[config.mk]
export PLATFORM = sky130hd
export DESIGN_NAME = regfile_burst_reader_flat
export DESIGN_NICKNAME = d
export VERILOG_FILES = /design/src/rtl/regfile_pkg.sv /design/src/rtl/regfile_burst_reader_if.sv /design/src/rtl/skid_fifo2.sv /design/src/rtl/regfile_burst_reader.sv /design/src/flat_wrapper.sv
export SDC_FILE = /design/constraint.sdc
export NUM_CORES = 1
export LEC_CHECK = 0
export BUFFER_PORTS_ARGS = -buffer_cell sky130_fd_sc_hd__clkbuf_2
export CORE_ASPECT_RATIO = 1.4
export CORE_MARGIN = 2
export CORE_UTILIZATION = 46
export DETAILED_ROUTE_END_ITERATION = 10
export GPL_TIMING_DRIVEN = 0
export PLACE_DENSITY = 0.69
export SYNTH_ARGS = -nofsm -noshare
export SYNTH_HDL_FRONTEND = slang
export SYNTH_SLANG_ARGS = --single-unit
[constraint.sdc]
create_clock -name clk -period 1.83 [get_ports clk]
set_clock_uncertainty 0.1 [all_clocks]
set_input_delay 0.2745 -clock clk [delete_from_list [all_inputs] [get_ports clk]]
set_output_delay 0.2745 -clock clk [all_outputs]
set_load 0.1 [all_outputs]
[src/rtl/regfile_pkg.sv]
// rtl/regfile_pkg.sv - shared constants, FSM states and FIFO entry type for the burst reader
package regfile_pkg;

  localparam int DEF_WORD_LENGTH = 32;
  localparam int DEF_ADDR_WIDTH  = 5;

  typedef enum logic [1:0] {
    IDLE  = 2'd0,
    RUN   = 2'd1,
    DRAIN = 2'd2
  } state_e;

  typedef struct packed {
    logic [DEF_ADDR_WIDTH-1:0]  addr;
    logic [DEF_WORD_LENGTH-1:0] data;
  } fifo_entry_t;

endpackage

[src/rtl/regfile_burst_reader_if.sv]
// rtl/regfile_burst_reader_if.sv - output word stream of the burst reader (valid/ready with address tag)
interface regfile_burst_reader_if
  import regfile_pkg::*;
#(
  parameter int WORD_LENGTH = DEF_WORD_LENGTH,
  parameter int ADDR_WIDTH  = DEF_ADDR_WIDTH
);

  logic                   out_valid;
  logic                   out_ready;
  logic [WORD_LENGTH-1:0] out_data;
  logic [ADDR_WIDTH-1:0]  out_addr;

  modport master (output out_valid, output out_data, output out_addr, input out_ready);
  modport slave  (input out_valid, input out_data, input out_addr, output out_ready);

endinterface

[src/rtl/skid_fifo2.sv]
// rtl/skid_fifo2.sv - two-entry FIFO; a push into a full FIFO is dropped even if a pop happens that cycle
module skid_fifo2 #(
  parameter int W = 8
) (
  input  logic         clk,
  input  logic         reset,
  input  logic         push,
  input  logic [W-1:0] push_data,
  input  logic         pop,
  output logic [W-1:0] head,
  output logic         full,
  output logic         empty,
  output logic [1:0]   occupancy
);

  logic [W-1:0] mem_q [2];
  logic [W-1:0] mem_d [2];
  logic         rd_q, rd_d;
  logic         wr_q, wr_d;
  logic [1:0]   cnt_q, cnt_d;
  logic         do_push, do_pop;

  assign full      = (cnt_q == 2'd2);
  assign empty     = (cnt_q == 2'd0);
  assign occupancy = cnt_q;
  assign head      = mem_q[rd_q];

  always_comb begin
    mem_d   = mem_q;
    rd_d    = rd_q;
    wr_d    = wr_q;
    cnt_d   = cnt_q;
    do_push = push && !full;
    do_pop  = pop && !empty;
    if (do_push) begin
      mem_d[wr_q] = push_data;
      wr_d        = ~wr_q;
    end
    if (do_pop) begin
      rd_d = ~rd_q;
    end
    case ({do_push, do_pop})
      2'b10:   cnt_d = cnt_q + 2'd1;
      2'b01:   cnt_d = cnt_q - 2'd1;
      default: cnt_d = cnt_q;
    endcase
  end

  always_ff @(posedge clk) begin
    if (reset) begin
      mem_q[0] <= '0;
      mem_q[1] <= '0;
      rd_q     <= 1'b0;
      wr_q     <= 1'b0;
      cnt_q    <= 2'd0;
    end else begin
      mem_q <= mem_d;
      rd_q  <= rd_d;
      wr_q  <= wr_d;
      cnt_q <= cnt_d;
    end
  end

endmodule

[src/rtl/regfile_burst_reader.sv]
// rtl/regfile_burst_reader.sv - walks consecutive register addresses and streams {addr, data} words out
module regfile_burst_reader
  import regfile_pkg::*;
#(
  parameter int WORD_LENGTH = DEF_WORD_LENGTH,
  parameter int ADDR_WIDTH  = DEF_ADDR_WIDTH
) (
  input  logic                   clk,
  input  logic                   reset,
  input  logic                   start,
  input  logic [ADDR_WIDTH-1:0]  base_addr,
  input  logic [ADDR_WIDTH:0]    count,
  output logic                   busy,
  output logic                   done,
  output logic [ADDR_WIDTH-1:0]  rf_rd_addr,
  input  logic [WORD_LENGTH-1:0] rf_rd_data,
  regfile_burst_reader_if.master out_if
);

  localparam int EW = ADDR_WIDTH + WORD_LENGTH;

  state_e                state_q, state_d;
  logic [ADDR_WIDTH-1:0] ptr_q, ptr_d;
  logic [ADDR_WIDTH:0]   remaining_q, remaining_d;
  logic [ADDR_WIDTH-1:0] rd_addr_q, rd_addr_d;
  logic                  done_q, done_d;

  logic          push, pop, full, empty;
  logic [1:0]    occupancy;
  logic [EW-1:0] head;

  skid_fifo2 #(.W(EW)) u_fifo (
    .clk       (clk),
    .reset     (reset),
    .push      (push),
    .push_data ({ptr_q, rf_rd_data}),
    .pop       (pop),
    .head      (head),
    .full      (full),
    .empty     (empty),
    .occupancy (occupancy)
  );

  assign pop              = !empty && out_if.out_ready;
  assign out_if.out_valid = !empty;
  assign out_if.out_addr  = head[EW-1 -: ADDR_WIDTH];
  assign out_if.out_data  = head[WORD_LENGTH-1:0];
  assign busy             = (state_q != IDLE);
  assign done             = done_q;
  assign rf_rd_addr       = rd_addr_q;

  always_comb begin
    state_d     = state_q;
    ptr_d       = ptr_q;
    remaining_d = remaining_q;
    rd_addr_d   = rd_addr_q;
    done_d      = 1'b0;
    push        = 1'b0;
    case (state_q)
      IDLE: begin
        if (start) begin
          if (count != '0) begin
            ptr_d       = base_addr;
            remaining_d = count;
            rd_addr_d   = base_addr;
            state_d     = RUN;
          end else begin
            done_d = 1'b1;
          end
        end
      end
      RUN: begin
        push = !full;
        if (push) begin
          ptr_d       = ptr_q + 1'b1;
          remaining_d = remaining_q - 1'b1;
          // Last push: leave the read address on the final register read.
          if (remaining_q == {{ADDR_WIDTH{1'b0}}, 1'b1}) begin
            state_d = DRAIN;
          end else begin
            rd_addr_d = ptr_q + 1'b1;
          end
        end
      end
      DRAIN: begin
        if (pop && occupancy == 2'd1) begin
          state_d = IDLE;
          done_d  = 1'b1;
        end
      end
      default: state_d = IDLE;
    endcase
  end

  always_ff @(posedge clk) begin
    if (reset) begin
      state_q     <= IDLE;
      ptr_q       <= '0;
      remaining_q <= '0;
      rd_addr_q   <= '0;
      done_q      <= 1'b0;
    end else begin
      state_q     <= state_d;
      ptr_q       <= ptr_d;
      remaining_q <= remaining_d;
      rd_addr_q   <= rd_addr_d;
      done_q      <= done_d;
    end
  end

endmodule

[src/flat_wrapper.sv]
// flat-port wrapper written by rule: the top's interface ports become plain ports
module regfile_burst_reader_flat import regfile_pkg::*;
#(
  parameter int WORD_LENGTH = DEF_WORD_LENGTH,
  parameter int ADDR_WIDTH  = DEF_ADDR_WIDTH
)
  (clk, reset, start, base_addr, count, busy, done, rf_rd_addr, rf_rd_data, out_if_out_valid, out_if_out_data, out_if_out_addr, out_if_out_ready);
  regfile_burst_reader_if #(.WORD_LENGTH(WORD_LENGTH), .ADDR_WIDTH(ADDR_WIDTH)) out_if_i ();
  input  logic clk;
  input  logic reset;
  input  logic start;
  input  logic [ADDR_WIDTH-1:0] base_addr;
  input  logic [ADDR_WIDTH:0] count;
  output logic busy;
  output logic done;
  output logic [ADDR_WIDTH-1:0] rf_rd_addr;
  input  logic [WORD_LENGTH-1:0] rf_rd_data;
  output wire logic [$bits(out_if_i.out_valid)-1:0] out_if_out_valid;
  output wire logic [$bits(out_if_i.out_data)-1:0] out_if_out_data;
  output wire logic [$bits(out_if_i.out_addr)-1:0] out_if_out_addr;
  input wire logic [$bits(out_if_i.out_ready)-1:0] out_if_out_ready;
  assign out_if_out_valid = out_if_i.out_valid;
  assign out_if_out_data = out_if_i.out_data;
  assign out_if_out_addr = out_if_i.out_addr;
  assign out_if_i.out_ready = out_if_out_ready;
  regfile_burst_reader #(.WORD_LENGTH(WORD_LENGTH), .ADDR_WIDTH(ADDR_WIDTH)) u_core (.clk(clk), .reset(reset), .start(start), .base_addr(base_addr), .count(count), .busy(busy), .done(done), .rf_rd_addr(rf_rd_addr), .rf_rd_data(rf_rd_data), .out_if(out_if_i));
endmodule
==> flow_summary.toml, run 1 <==
[cells_and_area]
nets = 691
final_cell_mix = "nand2_1, dfxtp_1, a21oi_1"
design_area_um2 = 6550
nFillCells = 695
final_common_cell = "nand2_1"
drive_gt1_share_pct = 35.5
antenna_cells_inserted = 0
final_cells = 752
area_delta_synth_final_pct = 50.5

[setup_path]
crit_type = "reg2out"
r2r_end = "u_core.ptr_q[1]"
startpoint_type = "flip-flop"
required_ns = 1.46
r2r_slack_ns = -0.03
arrival_ns = 1.55
path_max_fanout = 5
ff2ff_path_depth = 7
cp-end-kind = "primary output"
r2r-start = "u_core.u_fifo.occupancy[0]"

[route]
wl_met1_um = 5110
routed-wl-met2_um = 7080
wl_um = 13300
top_layer_used = "met4"
routedWlPerCell_um = 17.7
drc_errors = 0
met3_length_um = 676
vias = 4182
drt-initial-drc-count = 237
antenna_left = 0
vias_per_cell = 5.56
drt_pass1_iterations = 5

[placed_design]
dpl.cell_count = 715
hpwl_um = 7940
gp_congestion = 0.866
place_area_um2 = 4950
port_buffers = 91

[clock_network]
clock_sink_count = 97
htree_num_levels = 3
cts-root-buf = "clkbuf_16"
clock_latency_ns = 0.35
numCtsBuffers = 9
path_clk_slew_ns = 0.07
clockBufferDepth = 2
cts_tree = "built"

[logic_synthesis]
ys.warnings.count = 0
ys_ff_latch = 97
synth.mux.area_fraction_pct = 10.1
synthCells = 514
synth_area_leaders = "dfxtp_1, nand2_1, a21oi_1"
yosys.area_share.xor_xnor_pct = 1.21
async_flop_share_pct = 0
synth_nets = 568
synth-compound-area-share_pct = 17.1
synth.cell_area_um2 = 4350
netlist.area_leader.share_pct = 44.6
synth_largest_area_cell = "dfxtp_1"
synth_top_family_by_area = "simple AND/OR/NAND/NOR gates"
avgSynthCellArea_um2 = 8.47
ys.flop_type = "dfxtp_1"
synthAdderAreaFrac_pct = 2.01
synth-seq-area-share_pct = 44.6
synth.distinct_cells = 50
synth-simple-area-share_pct = 20.1
synth_edf_count = 0

[timing]
hold_viol_final = 0
period_share_pct = 105
setup_slack_ns = -0.0916
slew_headroom_pct = 51.4
finalSetupViolations = 35
period_minus_slack_ns = 1.92
final_max_slew_viol_count = 0
tightest_slew_ns = 0.729
max_clock_freq_mhz = 520
rsz0062_at_grt = "yes"

[floorplanning]
die_h_um = 119
ios = 92
initial_core_util_pct = 46.5
design.die.area_um2 = 10300
rows = 42
core_um2 = 9350
die_x_um = 86.2

[hold_path]
whs_path_depth = 3
min_path_type = "in2reg"
hp-start = "rf_rd_data[30]"
min_to = "u_core.u_fifo.mem_q[30]"

[global_route]
track_usage_pct = 25.3
antenna_found_initial = 0
first_global_vias = 4138
grt_max_degree = 16
grt_pass1_wl_um = 20300
grt-ovfl-total = 0

[outcome]
violations = "negative setup slack"
status = "complete, but fails checks"

[pwr]
power_density_nw_per_um2 = 1300
leakagePower_nw = 2.60
vdd_drop_max_mv = 0.792

[flow_run]
drv_cap = 0
-- metal layers --
layer / vias to the layer above / track usage [%]
li1: 1990 / -
met1: 1999 / 29.2
met5: - / 0
met4: 0 / 10.7
met2: 155 / 44.9
met3: 38 / 4.57
-- synthesized netlist by cell type, types with 3 or more instances --
cell,number
nor2_1,8
a21oi_1,86
ha_1,7
nand2_1,160
a211o_1,3
a32oi_1,3
nand3b_1,3
nor3_1,5
nor2b_1,4
buf_2,16
dfxtp_1,97
o21ai_1,3
o21ai_0,7
nand3_1,5
clkbuf_1,13
nand2b_1,3
mux2_2,38
buf_6,3
inv_1,8
xor2_1,5
-- report_power, final --
part / switching [W] / internal (W)
sequential: 0.000179 / 0.00235
combinational: 0.00240 / 0.00167
clock: 0.000813 / 0.00110
-- timing repair --
item	in CTS	in global routing
setup buffers	5	12
pin swaps	1	11
setup endpoints to repair	117	103
cloned	3	2
gates resized for setup	165	51
hold buffers	0	0
-- state kept, by name, summed over array words and instances (netlist names) --
name                     count
u_core.u_fifo.rd_q           1
u_core.u_fifo.mem_q         74
u_core.u_fifo.occupancy      2
u_core.u_fifo.wr_q           1
u_core.rf_rd_addr            5
u_core.ptr_q                 5
u_core.remaining_q           6
u_core.state_q               2
u_core.done                  1
-- layout make-up --
type / instances / area (um^2) / share of cell area (%)
well taps: 110 / 138 / 2.10
repair buffers: 112 / 1420 / 21.6
clock buffers: 12 / 246 / 3.76
plain buffers: 36 / 309 / 4.72
inverters: 8 / 30.0 / 0.459
multi-input cells: 373 / 2410 / 36.8
clock inverters: 4 / 51.3 / 0.783
flip-flops and latches: 97 / 1950 / 29.7
-- through the flow --
stage	setup WS [ns]	TNS [ns]	power, W	utilization (%)	hold WS (ns)
global placement	-0.406	-20.96	0.00533	52.9	0.338
detailed placement	-0.424	-22.00	0.00538	52.9	0.345
finish	-0.0916	-1.63	0.00852	70.0	0.0593
floorplan	0.0135	0	0.00483	-	0.310
CTS	-0.101	-2.10	0.00815	66.9	0.0516
global route	-0.121	-2.78	0.00883	70.0	0.0644
-- worst max path at each step --
stage,start,slack (ns),endpoint,cells after the start
6_report,u_core.u_fifo.rd_q,-0.09,out_if_out_data[27],4
4_1_cts,u_core.u_fifo.rd_q,-0.10,out_if_out_data[9],4
2_1_floorplan,u_core.u_fifo.rd_q,0.01,out_if_out_data[10],3
3_3_place_gp,u_core.u_fifo.rd_q,-0.41,out_if_out_data[7],4
5_1_grt,u_core.u_fifo.rd_q,-0.12,out_if_out_data[15],4
3_5_place_dp,u_core.u_fifo.rd_q,-0.42,out_if_out_data[25],4
-- worst max-delay path: stages (launching register included) --
cell       delay [ns]
dfxtp_4          0.36
buf_4            0.15
clkbuf_16        0.16
mux2_4           0.33
clkbuf_16        0.20
-- logic make-up (layout without fill, tap and decap cells) --
logic type	count (synthesis)	in the layout
muxes	39	39
buffers and inverters	44	172
DFF	97	97
xor gates and xnor gates	6	6
and+or+nand+nor	201	201
adders and majority gates	7	7
AOI/OAI and AO/OA	120	120
Power figures use the tool's default switching activity.
==> inputs of run 2 (changes only) <==
--- a/config.mk
+++ b/config.mk
@@ -6,4 +6,5 @@
 export NUM_CORES = 1
 export LEC_CHECK = 0
+export ABC_AREA = 1
 export BUFFER_PORTS_ARGS = -buffer_cell sky130_fd_sc_hd__clkbuf_2
 export CORE_ASPECT_RATIO = 1.4
==> constraint.sdc (replaced) <==
create_clock -name clk -period 1.83 [get_ports clk]
set_clock_uncertainty 0.1 [all_clocks]
set_input_delay 0.366 -clock clk [delete_from_list [all_inputs] [get_ports clk]]
set_output_delay 0.366 -clock clk [all_outputs]
set_load 0.1 [all_outputs]
==> flow_summary.toml, run 2 <==
[setup_path]
arrival_ns = 1.40
required_ns = 1.36
startpoint_type = "flip-flop"
path_max_fanout = 6
r2r_slack_ns = 0.17
cp-end-kind = "primary output"
ff2ff_path_depth = 6
crit_type = "reg2out"
r2r-start = "u_core.state_q[0]"
r2r_end = "u_core.u_fifo.mem_q[23]"

[timing]
slew_headroom_pct = 64.2
finalSetupViolations = 18
period_minus_slack_ns = 1.87
period_share_pct = 102
final_max_slew_viol_count = 0
setup_slack_ns = -0.0367
rsz0062_at_grt = "yes"
hold_viol_final = 0
max_clock_freq_mhz = 536
tightest_slew_ns = 0.539
fin_hold_ws_ns = 0.172

[cells_and_area]
final_common_cell = "nor2_1"
drive_gt1_share_pct = 29.4
regMostFlops = "u_core.u_fifo.mem_q"
design_area_um2 = 6390
largest_reg_flops = 74
top_regs = "u_core.u_fifo.mem_q: 74 flops, u_core.remaining_q: 6 flops"
final_cell_mix = "nor2_1, nand2_1, dfxtp_1"
area_delta_synth_final_pct = 45.4
antenna_cells_inserted = 0
final_cells = 854
nets = 794

[clock_network]
clock_sink_count = 97
cts-root-buf = "clkbuf_16"
clock_latency_ns = 0.34
path_clk_slew_ns = 0.06
htree_num_levels = 3
cts_hold_buf = 0
numCtsBuffers = 9
cts_tree = "built"
clockBufferDepth = 2

[route]
drt-initial-drc-count = 215
wl_um = 12200
vias = 4385
antenna_left = 0
top_layer_used = "met4"
drt_pass1_iterations = 5
routed-wl-met2_um = 6480
routedWlPerCell_um = 14.3
drc_errors = 0
wl_met1_um = 4800
vias_per_cell = 5.13
met3_length_um = 609

[floorplanning]
design.die.area_um2 = 10400
die_h_um = 120
rows = 42
die_x_um = 86.6
initial_core_util_pct = 46.8
ios = 92
core_um2 = 9410

[placed_design]
gp_congestion = 0.796
hpwl_um = 8300
place_area_um2 = 5150
dpl.cell_count = 834
port_buffers = 91

[global_route]
grt_pass1_wl_um = 19700
grt_max_degree = 15
antenna_found_initial = 0
grt-ovfl-total = 0
track_usage_pct = 24.0
first_global_vias = 4109

[logic_synthesis]
async_flop_share_pct = 0
synth.cell_area_um2 = 4400
synth_edf_count = 0
yosys-top-cells-count = "nor2_1, nand2_1, dfxtp_1"
synth_most_common_cell = "nor2_1"
synth_nets = 687
synth-seq-area-share_pct = 44.2
ys.warnings.count = 0
netlist.area_leader.share_pct = 44.2
synth_area_leaders = "dfxtp_1, nor2_1, nand2_1"
synth_largest_area_cell = "dfxtp_1"
synthCells = 633
synth.distinct_cells = 32
ys_ff_latch = 97
ys.flop_type = "dfxtp_1"
avgSynthCellArea_um2 = 6.95

[flow_run]
drv_cap = 0

[outcome]
status = "complete, but fails checks"
violations = "negative setup slack"

[hold_path]
hp-start = "reset"
min_to = "u_core.ptr_q[2]"
min_path_type = "in2reg"
whs_path_depth = 2
## run 2: cell types whose count changed in the layout (fill, tap and decap cells not counted), moves of 8 or more
cell and change:
nor2_1 +165, o21ai_0 +80, a21oi_1 -65, nand2_1 -60, nand2_2 +30, mux2_4 -26, nand2_4 +21, buf_4 -14
inv_1 +12, mux2_2 -12, clkbuf_8 +11, nand3_1 +8
## run 2: metrics by stage
step	setup WS (ns)	utilization, %	TNS, ns
CTS	-0.0706	66.6	-0.807
detailed placement	-0.610	54.7	-15.69
global placement	-0.600	54.7	-15.17
global route	-0.0752	68.0	-1.39
floorplan	-0.0529	-	-0.0896
finish	-0.0367	68.0	-0.327
## run 2: how the worst max path moves through the flow
stage | to | depth (start not counted) | from | slack, ns
after floorplan | u_core.u_fifo.occupancy[0] | 8 | u_core.u_fifo.occupancy[1] | -0.05
after global placement | out_if_out_data[25] | 6 | u_core.u_fifo.rd_q | -0.60
after detailed placement | out_if_out_data[25] | 6 | u_core.u_fifo.rd_q | -0.61
after CTS | out_if_out_data[25] | 6 | u_core.u_fifo.rd_q | -0.07
after global routing | out_if_out_data[21] | 6 | u_core.u_fifo.rd_q | -0.08
final | out_if_out_data[21] | 6 | u_core.u_fifo.rd_q | -0.04
## run 2: routing by layer
metal / GRT usage, % / vias up
li1: - / 2216
met4: 8.40 / 0
met1: 27.2 / 2008
met5: 0 / -
met3: 4.54 / 28
met2: 44.1 / 133
## run 2: layout make-up
class	instances	area, um^2
clock buffer	12	256
timing repair buffer	96	1190
inverter	28	116
clock inverter	3	40.0
fill	779	3010
sequential	97	1950
buffer	35	317
multi-input combinational	473	2390
tap	110	138
## run 2: what timing repair did
item / CTS / global route
hold endpoints to repair: 0 / 0
endpoints found under the setup margin: 39 / 63
gates resized for setup: 137 / 36
pin swaps: 1 / 5
setup buffers: 0 / 0
cloned: 4 / 1
## run 2: kinds of logic after synthesis
logic type | Yosys count | synth area share (%)
and+or+nand+nor | 348 | 32.5
AOI/OAI and AO/OA | 114 | 13.4
DFF | 97 | 44.2
buffers and inverters | 63 | 7.14
adders and majority gates | 7 | 1.99
xor gates and xnor gates | 4 | 0.797
## run 2: critical path, cell delays in order, from the launching register on
cell	delay, ns
dfxtp_4	0.36
inv_4	0.08
buf_8	0.13
buf_8	0.14
nand2_1	0.09
nand2_4	0.07
clkbuf_16	0.19
Power of run 2 is left out: the tool's default activity adds up to more than one toggle a clock period on the data nets, which glitch-free logic cannot reach.
==> inputs of run 3 (changes only) <==
==> constraint.sdc (replaced) <==
create_clock -name clk -period 1.83 [get_ports clk]
set_clock_uncertainty 0.1 [all_clocks]
set_input_delay 0.2745 -clock clk [delete_from_list [all_inputs] [get_ports clk]]
set_output_delay 0.2745 -clock clk [all_outputs]
set_load 0.1 [all_outputs]
==> flow_summary.toml, run 3 (same netlist as run 2, synthesis figures left out) <==
[setup_path]
ff2ff_path_depth = 7
cpMostUsedCell = "buf_8"
crit_path_max_incr_delay_ns = 0.33
r2r-start = "u_core.u_fifo.occupancy[0]"
path_max_fanout = 10
r2r_slack_ns = 0.13
crit_chain = "inv_2, buf_8, buf_8, nand2_1, nand2_2, clkbuf_16"
startpoint = "u_core.u_fifo.rd_q"
arrival_ns = 1.38
startpoint_type = "flip-flop"
cp_slowest_cell = "dfxtp_2"
r2r_end = "u_core.u_fifo.mem_q[40]"
required_ns = 1.46
crit_type = "reg2out"
cp-end-kind = "primary output"

[clock_network]
numCtsBuffers = 9
post_cts_buffers = 0
cts-root-buf = "clkbuf_16"
path_clk_slew_ns = 0.06
clockBufferDepth = 2
clock_sink_count = 97
htree_num_levels = 3
clock_latency_ns = 0.34
cts_hold_buf = 0
cts_tree = "built"

[timing]
fin_hold_ws_ns = 0.0647
final_max_slew_viol_count = 0
period_minus_slack_ns = 1.76
max_clock_freq_mhz = 569
rsz0062_at_grt = "yes"
slew_headroom_pct = 64.2
finalSetupViolations = 0
setup_slack_ns = 0.0718
hold_viol_final = 0
period_share_pct = 96.1
tightest_slew_ns = 0.539

[floorplanning]
rows = 42
ios = 92
core_um2 = 9410
design.die.area_um2 = 10400
die_x_um = 86.6
die_h_um = 120
initial_core_util_pct = 46.8

[global_route]
grt-ovfl-total = 0
grt_max_degree = 15
track_usage_pct = 23.3
first_global_vias = 4048
antenna_found_initial = 0
grt_pass1_wl_um = 19100

[route]
routedWlPerCell_um = 13.8
drc_errors = 0
vias_per_cell = 5.02
antenna_left = 0
wl_um = 11800
drt-initial-drc-count = 224
drt_pass1_iterations = 5
vias = 4271

[flow_run]
drv_cap = 0

[cells_and_area]
regMostFlops = "u_core.u_fifo.mem_q"
largest_reg_flops = 74
area_delta_synth_final_pct = 35.4
final_common_cell = "nor2_1"
final_cell_mix = "nor2_1, nand2_1, dfxtp_1"
design_area_um2 = 5950
top_regs = "u_core.u_fifo.mem_q: 74 flops, u_core.remaining_q: 6 flops"
drive_gt1_share_pct = 26.6
nets = 789
antenna_cells_inserted = 0

[hold_path]
min_path_type = "in2reg"
hp-start = "reset"
min_to = "u_core.ptr_q[2]"
whs_path_depth = 2

[placed_design]
hpwl_um = 8370
port_buffers = 91
place_area_um2 = 5100
gp_congestion = 0.848
pre_cts_slack_ns = -0.453

[outcome]
status = "finished, final reports clean"
[run 3: how the worst max path moves through the flow]
stage	endpoint	slack, ns	cells after the start
finish	out_if_out_data[19]	0.07	6
CTS	out_if_out_data[25]	0.0007	6
global route	out_if_out_data[19]	-0.001	6
detailed placement	out_if_out_data[25]	-0.45	6
global placement	out_if_out_data[26]	-0.42	6
floorplan	u_core.u_fifo.occupancy[0]	-0.05	8
[run 3: critical path: cells and delay by family (launching register included)]
| family | cells | cell delay [ns] |
|---|---|---|
| AND/OR/NAND/NOR | 2 | 0.15 |
| flip-flops | 1 | 0.33 |
| buffers and inverters | 4 | 0.55 |
[run 3: metrics by stage]
stage | instances | utilization [%] | TNS (ns)
after floorplan | 633 | - | -0.0896
after global placement | 834 | 54.2 | -10.97
after detailed placement | 834 | 54.2 | -10.65
after CTS | 850 | 63.0 | 0
after global routing | 850 | 63.3 | -0.00111
final | 850 | 63.3 | 0
[run 3: layout make-up]
class                           count  area, um^2
Inverter                           28         114
Clock buffer                       13         260
Multi-Input combinational cell    473        2250
Tap cell                          110         138
Fill cell                         845        3450
Sequential cell                    97        1940
Timing Repair Buffer               91         971
Buffer                             35         267
Clock inverter                      3        15.0
[run 3: routing by layer]
layer / track usage (%) / part of all wire, %
met1: 26.0 / 42
met2: 43.7 / 54
met3: 4.40 / 3.5
met4: 7.03 / 1.2
met5: 0 / 0
[run 3: what timing repair did]
action | in CTS | in global routing
gates resized for setup | 107 | 23
pin swaps | 0 | 0
endpoints found under the setup margin | 39 | 70
endpoints found under the hold margin | 0 | 0
Power of run 3 is left out for the same reason.
